==> src/rtl/usr_pkg.sv <==
// Shared types for the universal shift register.
// Mode codes 000-011 match the legacy 4-mode register.
package usr_pkg;

  typedef enum logic [2:0] {
    M_HOLD  = 3'b000,
    M_SHL   = 3'b001,
    M_SHR   = 3'b010,
    M_LOAD  = 3'b011,
    M_ROTL  = 3'b100,
    M_ROTR  = 3'b101,
    M_ASHR  = 3'b110,
    M_CLEAR = 3'b111
  } mode_e;

  typedef enum logic {
    S_IDLE = 1'b0,
    S_BUSY = 1'b1
  } state_e;

  function automatic logic is_step(mode_e m);
    return (m == M_SHL) || (m == M_SHR) ||
           (m == M_ROTL) || (m == M_ROTR) ||
           (m == M_ASHR);
  endfunction

endpackage

==> src/rtl/usr_step.sv <==
// One-step next-state function for the shift register.
// Shared by the single-step and burst paths.
module usr_step
  import usr_pkg::*;
#(
  parameter int WIDTH = 8
) (
  input  logic [WIDTH-1:0] q,
  input  mode_e            op,
  input  logic [WIDTH-1:0] parallel_in,
  input  logic             serial_in_l,
  input  logic             serial_in_r,
  output logic [WIDTH-1:0] q_next
);

  always_comb begin
    q_next = q;
    unique case (1'b1)
      (op == M_SHL):   q_next = {q[WIDTH-2:0], serial_in_l};
      (op == M_SHR):   q_next = {serial_in_r, q[WIDTH-1:1]};
      (op == M_LOAD):  q_next = parallel_in;
      (op == M_ROTL):  q_next = {q[WIDTH-2:0], q[WIDTH-1]};
      (op == M_ROTR):  q_next = {q[0], q[WIDTH-1:1]};
      (op == M_ASHR):  q_next = {q[WIDTH-1], q[WIDTH-1:1]};
      (op == M_CLEAR): q_next = '0;
      default:         q_next = q;
    endcase
  end

endmodule

==> src/rtl/univ_shift_reg_p.sv <==
// Parametrised universal shift register with burst engine.
// Register, burst FSM, remaining-step counter and done flop.
module univ_shift_reg_p
  import usr_pkg::*;
#(
  parameter int WIDTH = 8,
  parameter int CNT_W = 4
) (
  input  logic             clk,
  input  logic             reset,
  input  logic [2:0]       mode,
  input  logic [WIDTH-1:0] parallel_in,
  input  logic             serial_in_l,
  input  logic             serial_in_r,
  input  logic             start,
  input  logic [CNT_W-1:0] count,
  output logic [WIDTH-1:0] parallel_out,
  output logic             serial_out_msb,
  output logic             serial_out_lsb,
  output logic             busy,
  output logic             done
);

  state_e           state;
  mode_e            burst_op;
  mode_e            mode_in;
  mode_e            op_sel;
  logic [CNT_W-1:0] remaining;
  logic [WIDTH-1:0] q;
  logic [WIDTH-1:0] q_next;
  logic             accept;

  assign mode_in = mode_e'(mode);
  assign op_sel  = (state == S_BUSY) ? burst_op : mode_in;
  assign accept  = (state == S_IDLE) && start &&
                   is_step(mode_in) && (count != '0);

  usr_step #(
    .WIDTH (WIDTH)
  ) u_step (
    .q           (q),
    .op          (op_sel),
    .parallel_in (parallel_in),
    .serial_in_l (serial_in_l),
    .serial_in_r (serial_in_r),
    .q_next      (q_next)
  );

  always_ff @(posedge clk) begin
    if (reset) begin
      q         <= '0;
      state     <= S_IDLE;
      burst_op  <= M_HOLD;
      remaining <= '0;
      done      <= 1'b0;
    end else begin
      q    <= q_next;
      done <= 1'b0;
      unique case (state)
        S_IDLE: begin
          if (accept) begin
            burst_op  <= mode_in;
            remaining <= count - CNT_W'(1);
            if (count == CNT_W'(1))
              done  <= 1'b1;
            else
              state <= S_BUSY;
          end
        end
        S_BUSY: begin
          remaining <= remaining - CNT_W'(1);
          if (remaining == CNT_W'(1)) begin
            state <= S_IDLE;
            done  <= 1'b1;
          end
        end
        default: state <= S_IDLE;
      endcase
    end
  end

  assign parallel_out   = q;
  assign serial_out_msb = q[WIDTH-1];
  assign serial_out_lsb = q[0];
  assign busy           = (state == S_BUSY);

endmodule

==> config.mk <==
export PLATFORM = sky130hd
export DESIGN_NAME = univ_shift_reg_p
export DESIGN_NICKNAME = d
export VERILOG_FILES = /design/src/rtl/usr_pkg.sv /design/src/rtl/usr_step.sv /design/src/rtl/univ_shift_reg_p.sv
export SDC_FILE = /design/constraint.sdc
export NUM_CORES = 1
export LEC_CHECK = 0
export CAP_MARGIN = 20
export CORE_MARGIN = 5
export CORE_UTILIZATION = 51
export DETAILED_ROUTE_END_ITERATION = 8
export PLACE_DENSITY = 0.93
export SETUP_SLACK_MARGIN = 0.05
export SKIP_CTS_REPAIR_TIMING = 1
export SYNTH_ARGS = -nofsm -noshare
export SYNTH_HDL_FRONTEND = slang
export SYNTH_SLANG_ARGS = --single-unit
==> constraint.sdc <==
create_clock -name clk -period 5.6 [get_ports clk]
set_clock_uncertainty 0.2 [all_clocks]
set_input_delay 1.4 -clock clk [delete_from_list [all_inputs] [get_ports clk]]
set_output_delay 1.4 -clock clk [all_outputs]
set_load 0.005 [all_outputs]
==> results of run 1 <==
==> cells in the final DEF (no fill, tap or decap), types with 4 or more instances in the layout <==
master           netlist  routed
ha_1                   4       4
o22ai_1                6       6
nor2_1                13      13
a2111oi_2              6       6
dfxtp_1               17      17
inv_1                  5       5
mux2i_1                5       5
a21oi_1                6       6
clkdlybuf4s50_1        0      31
a211oi_1               7       7
nand2_1                5       5
==> layer usage <==
layer,global-route usage [%],vias to the layer above,share of wire (%)
met5,0,-,0
met4,6.29,0,0.45
met3,5.35,4,6.1
met2,29.5,35,48
met1,22.1,492,46
li1,-,519,-
==> worst min path at each step <==
stage	slack, ns	to	startpoint	cells past startpoint
after CTS	0.32	parallel_out[0]$_SDFFE_PP0P_	parallel_out[1]$_SDFFE_PP0P_	2
after detailed placement	0.30	parallel_out[0]$_SDFFE_PP0P_	parallel_out[1]$_SDFFE_PP0P_	2
after floorplan	0.27	parallel_out[0]$_SDFFE_PP0P_	parallel_out[1]$_SDFFE_PP0P_	2
after global routing	0.36	remaining[2]$_SDFFE_PP0P_	remaining[2]$_SDFFE_PP0P_	2
after global placement	0.29	parallel_out[0]$_SDFFE_PP0P_	parallel_out[1]$_SDFFE_PP0P_	2
final	0.32	parallel_out[0]$_SDFFE_PP0P_	parallel_out[1]$_SDFFE_PP0P_	2
==> area by class of cell <==
cell class	instances	area (um2)	area share [%]
Multi-Input combinational cell	92	743	50.2
Sequential cell	17	340	23.0
Timing Repair Buffer	32	318	21.5
Tap cell	28	35.0	2.36
Clock buffer	4	26.3	1.77
Inverter	5	18.8	1.27
==> state kept, by name (all words and copies together) (netlist names) <==
register	flops
remaining	4
busy	1
parallel_out	8
done	1
burst_op	3
==> where the power goes <==
group           total, W  switching, W  internal [W]
sequential      0.000157     0.0000211      0.000136
combinational   0.000142     0.0000641     0.0000780
clock          0.0000645     0.0000369     0.0000276
total           0.000364      0.000122      0.000242
==> logic make-up (layout without fill, tap and decap cells) <==
kind of cell	Yosys count	in the layout	synth area share [%]
AOI/OAI and AO/OA	41	41	29.9
adders and majority gates	4	4	4.32
DFF	17	17	29.3
and+or+nand+nor	33	33	15.0
xor gates and xnor gates	5	5	4.42
buffers and inverters	15	41	6.58
muxes	9	9	10.5
==> per-stage QoR <==
step	std cells	total power, W	area [um2]	setup WS (ns)
CTS	178	0.000367	1480	2.24
floorplan	124	0.000250	1160	2.61
finish	178	0.000364	1480	2.26
detailed placement	174	0.000302	1460	2.01
global placement	174	0.000295	1460	2.07
global route	178	0.000390	1480	2.12
==> run metrics, run 1 <==
die area=about 3300 um2; initial core utilization=52.9%; CTS root buffer=clkbuf_4; die extent in y=57.7 um; total CTS buffers=3; Syn Area/Cell=a little over 9 um2; Syn-to-layout area delta=27.7%; critical path required time=4.00 ns; CTS sink count=17; Avg WL per Cell=15.1 um; NumNets Final=approximately 180; Max Cap Viol=0; Hold WS=0.321 ns; crit path to=busy; area fraction of the dominant cell type after synthesis=between 20% and 30%; Critical Path Stages=1; clock-pin slew on the worst setup and hold paths=around 0.1 ns; RD Place Congestion=between 0.8 and 0.9; port bufs=31; CP delay by family, top=flip-flops; clock buffer depth=2; Crit Path Category=reg -> out; FF-to-FF End=parallel_out[6]$_SDFFE_PP0P_; asr flop ratio synth=0%; crit-path cells=clkdlybuf4s50_1; Crit. Startpoint=busy$_SDFF_PP0_; min-delay worst type=reg -> reg; ratio of final minimum period to clock period=59.7%; leakage power=roughly 0.53 nW; crit path buf inv count=1; initial antenna violation count=0; Final Hold Viols=0; Ys Warns=0; CTS H-tree lvls=1; Netlist cell types=41; crit path DAT=between 1.5 and 2 ns; worst skew pair latency=~0.28 ns; sum of negative setup slack=0 ns; RSZ-0062 raised after global routing=no; VDD IR max=between 0.15 and 0.2 mV; via count=approximately 1100; Tot GR Track Use=between 10% and 20%; Mapped Area=1160 um2; Final Util=roughly 68%; Core Box Area=around 2200 um2; drt total wl=about 2.7 mm; status=completed; most common cell in the netlist=dfxtp_1; Worst Tran Pin Value=around 0.85 ns; Yosys reg bits=17; Largest stage delay, worst path=a little over 0.8 ns; Max-slew headroom=a little over two fifths; largest net degree at the start of global routing=19; layout filler cell count=~190; Power Dens Cells=roughly 250 nW/um2; Vias/cell=5.90; n_diodes=0; router iterations before antenna repair=4; row count=17; area leader, netlist=dfxtp_1; top cells by count, synth=dfxtp_1, nor2_1, a211oi_1; CTS tree=done; Starting DRT DRC Count=22; Final ANT Viol Nets=0; CP max stage cell=dfxtp_1; first-pass GRT wire length=4.89 mm; # setup viols final=0; gr ovfl total=0; DRC viols=0; largest fanout on the critical path=17; # IOs=32; r2r worst-path depth=4; Seq/Total Area, Yosys=about 29%; dpl hpwl=between 2 and 2.5 mm; Syn Nets=roughly 150; startpoint type of the worst setup path=flip-flop; max-slew violations=0; leading register cell type out of synthesis=dfxtp_1; fmax=0.299 GHz; vias in the first global route=1122; Post-synth EDFFs=0; die width=between 50 and 60 um; FF-to-FF Start=busy$_SDFF_PP0_; post-layout min period=3.34 ns; R2R Setup Slk=between 3 and 4 ns; top area cells in the synthesized netlist=dfxtp_1, a2111oi_2, a211oi_1; share of layout cells above drive strength 1=between 10% and 20%; cells after synthesis=124; Worst Setup End Kind=output port
No activity file was read; power rests on OpenSTA's default activity.
==> inputs of run 2 (changes only) <==
--- a/config.mk
+++ b/config.mk
@@ -7,9 +7,9 @@
 export LEC_CHECK = 0
 export CAP_MARGIN = 20
 export CORE_MARGIN = 5
-export CORE_UTILIZATION = 51
+export CORE_UTILIZATION = 43
 export DETAILED_ROUTE_END_ITERATION = 8
-export PLACE_DENSITY = 0.93
+export PLACE_DENSITY = 0.85
 export SETUP_SLACK_MARGIN = 0.05
 export SKIP_CTS_REPAIR_TIMING = 1
 export SYNTH_ARGS = -nofsm -noshare
==> constraint.sdc (replaced) <==
create_clock -name clk -period 2.7 [get_ports clk]
set_clock_uncertainty 0.2 [all_clocks]
set_input_delay 0.675 -clock clk [delete_from_list [all_inputs] [get_ports clk]]
set_output_delay 0.675 -clock clk [all_outputs]
set_load 0.005 [all_outputs]
==> run 2 against run 1 <==
Net effect:
- flip-flop and latch count unchanged
- critical path type is now in -> reg
- largest power group unchanged
- critical path depth up 6
- die area up 15%
- sequential share of layout area down 0.93 points
- largest cell class unchanged
- clock power up 120%
==> run metrics, run 2 (synthesized netlist as in run 1, its figures left out) <==
Tot GR Track Use=about 17%; vias in the first global route=around 1100; area used by multi-input combinational logic=roughly 740 um2; CP delay by family, top=simple AND/OR/NAND/NOR gates; Vias/cell=5.93; crit path DAT=approximately 2.5 ns; initial antenna violation count=0; crit-path cells=clkdlybuf4s50_1 > inv_1 > ha_1 > or3b_4 > and4_1 > a211oi_1 > a211oi_2; n_diodes=0; Avg WL per Cell=15.9 um; # IOs=32; Final Hold Viols=0; status=completed; fmax=roughly 0.40 GHz; CTS H-tree lvls=1; total CTS buffers=3; RD Place Congestion=~0.87; crit path buf inv count=2; DRC viols=0; first-pass GRT wire length=a little under 5 mm; NumNets Final=roughly 180; initial core utilization=46.0%; post-layout min period=2.48 ns; Core Box Area=2520 um2; clock-pin slew on the worst setup and hold paths=approximately 0.1 ns; drt total wl=a little under 3 mm; worst setup margin=about 0.22 ns; largest net degree at the start of global routing=14; CTS root buffer=clkbuf_4; Worst Tran Pin Value=roughly 0.45 ns; critical path required time=roughly 2.7 ns; row count=18; # setup viols final=0; CP max stage cell=clkdlybuf4s50_1; met3 wire len=around 140 um; VDD IR max=0.302 mV; highest routed layer=met4; CTS sink count=17; most frequent cells in the layout=clkdlybuf4s50_1, dfxtp_1, nor2_1; clock buffer depth=2; Hold WS=0.324 ns; RSZ-0062 raised after global routing=no; worst skew pair latency=0.29 ns; worst slack, placed=-0.0830 ns; Starting DRT DRC Count=33; share of layout cells above drive strength 1=~16%; CTS tree=done; commonest non-fill, non-tap cell in the layout=clkdlybuf4s50_1; max-slew violations=0; Max-slew headroom=between 70% and 80%; Crit Path Category=in -> reg; port bufs=31; M1 WL=about 1.2 mm; via count=roughly 1100; Largest stage delay, worst path=approximately 0.43 ns; gr ovfl total=0; Power Dens Cells=approximately 510 nW/um2; Met2 Routed Length=1.60 mm; startpoint type of the worst setup path=input pin; leakage power=approximately 0.57 nW; die area=roughly 3800 um2; min-delay worst type=reg -> reg; die width=61.9 um; die extent in y=61.9 um; router iterations before antenna repair=4; largest fanout on the critical path=7; dpl hpwl=between 2 and 2.5 mm; Critical Path Stages=7; Worst Setup End Kind=flip-flop; layout filler cell count=238; r2r worst-path depth=4; sum of negative setup slack=0 ns; hold path depth=2; Final ANT Viol Nets=0; ratio of final minimum period to clock period=approximately 92%; register area=between 300 and 400 um2; max FFs per register=8; Syn-to-layout area delta=33.1%; Max Cap Viol=0
run 2: through the flow:
step                total power (W)  instance area, um2  cells  util [%]
global route               0.000828                1540    188      61.2
detailed placement         0.000644                1520    184      60.2
floorplan                  0.000518                1160    124         -
global placement           0.000629                1520    184      60.2
finish                     0.000780                1540    188      61.2
CTS                        0.000787                1540    188      61.2
run 2: routing by layer:
layer	track usage (%)	up-vias
met3	2.69	4
met4	6.97	0
met2	32.7	33
met5	0	-
met1	18.6	540
li1	-	538
run 2: where the power goes:
part	total, W	switching [W]	internal [W]	leakage [nW]
combinational	0.000316	0.000142	0.000174	0.416
clock	0.000141	0.0000837	0.0000575	0.0150
sequential	0.000323	0.0000398	0.000283	0.140
total	0.000780	0.000265	0.000514	0.571
run 2: tightest hold or removal path, delay by kind of cell (launching register included):
kind,cells,cell delay (ns)
and+or+nand+nor,1,0.07
AOI/OAI and AO/OA,1,0.05
DFF,1,0.36
run 2: final cells by class:
cell class	instances	area share [%]
tap	30	2.43
inverter	5	1.22
clock buffer	4	1.70
timing repair buffer	40	24.5
sequential	17	22.0
multi-input combinational	92	48.1
run 2: final timing paths:
| kind | slack, ns | endpoint | from |
|---|---|---|---|
| setup / recovery | 0.22 | remaining[0]$_SDFFE_PP0P_ | count[0] |
| hold / removal | 0.32 | parallel_out[0]$_SDFFE_PP0P_ | parallel_out[1]$_SDFFE_PP0P_ |
| setup reg to reg | 0.53 | parallel_out[3]$_SDFFE_PP0P_ | busy$_SDFF_PP0_ |
| hold reg to reg | 0.32 | parallel_out[0]$_SDFFE_PP0P_ | parallel_out[1]$_SDFFE_PP0P_ |
==> inputs of run 3 (changes only) <==
--- a/config.mk
+++ b/config.mk
@@ -5,7 +5,7 @@
 export SDC_FILE = /design/constraint.sdc
 export NUM_CORES = 1
 export LEC_CHECK = 0
-export CAP_MARGIN = 20
+export CAP_MARGIN = 0
 export CORE_MARGIN = 5
 export CORE_UTILIZATION = 43
 export DETAILED_ROUTE_END_ITERATION = 8
==> results of run 3 <==
The final DEF is identical to that of run 2; final timing and power are the same.
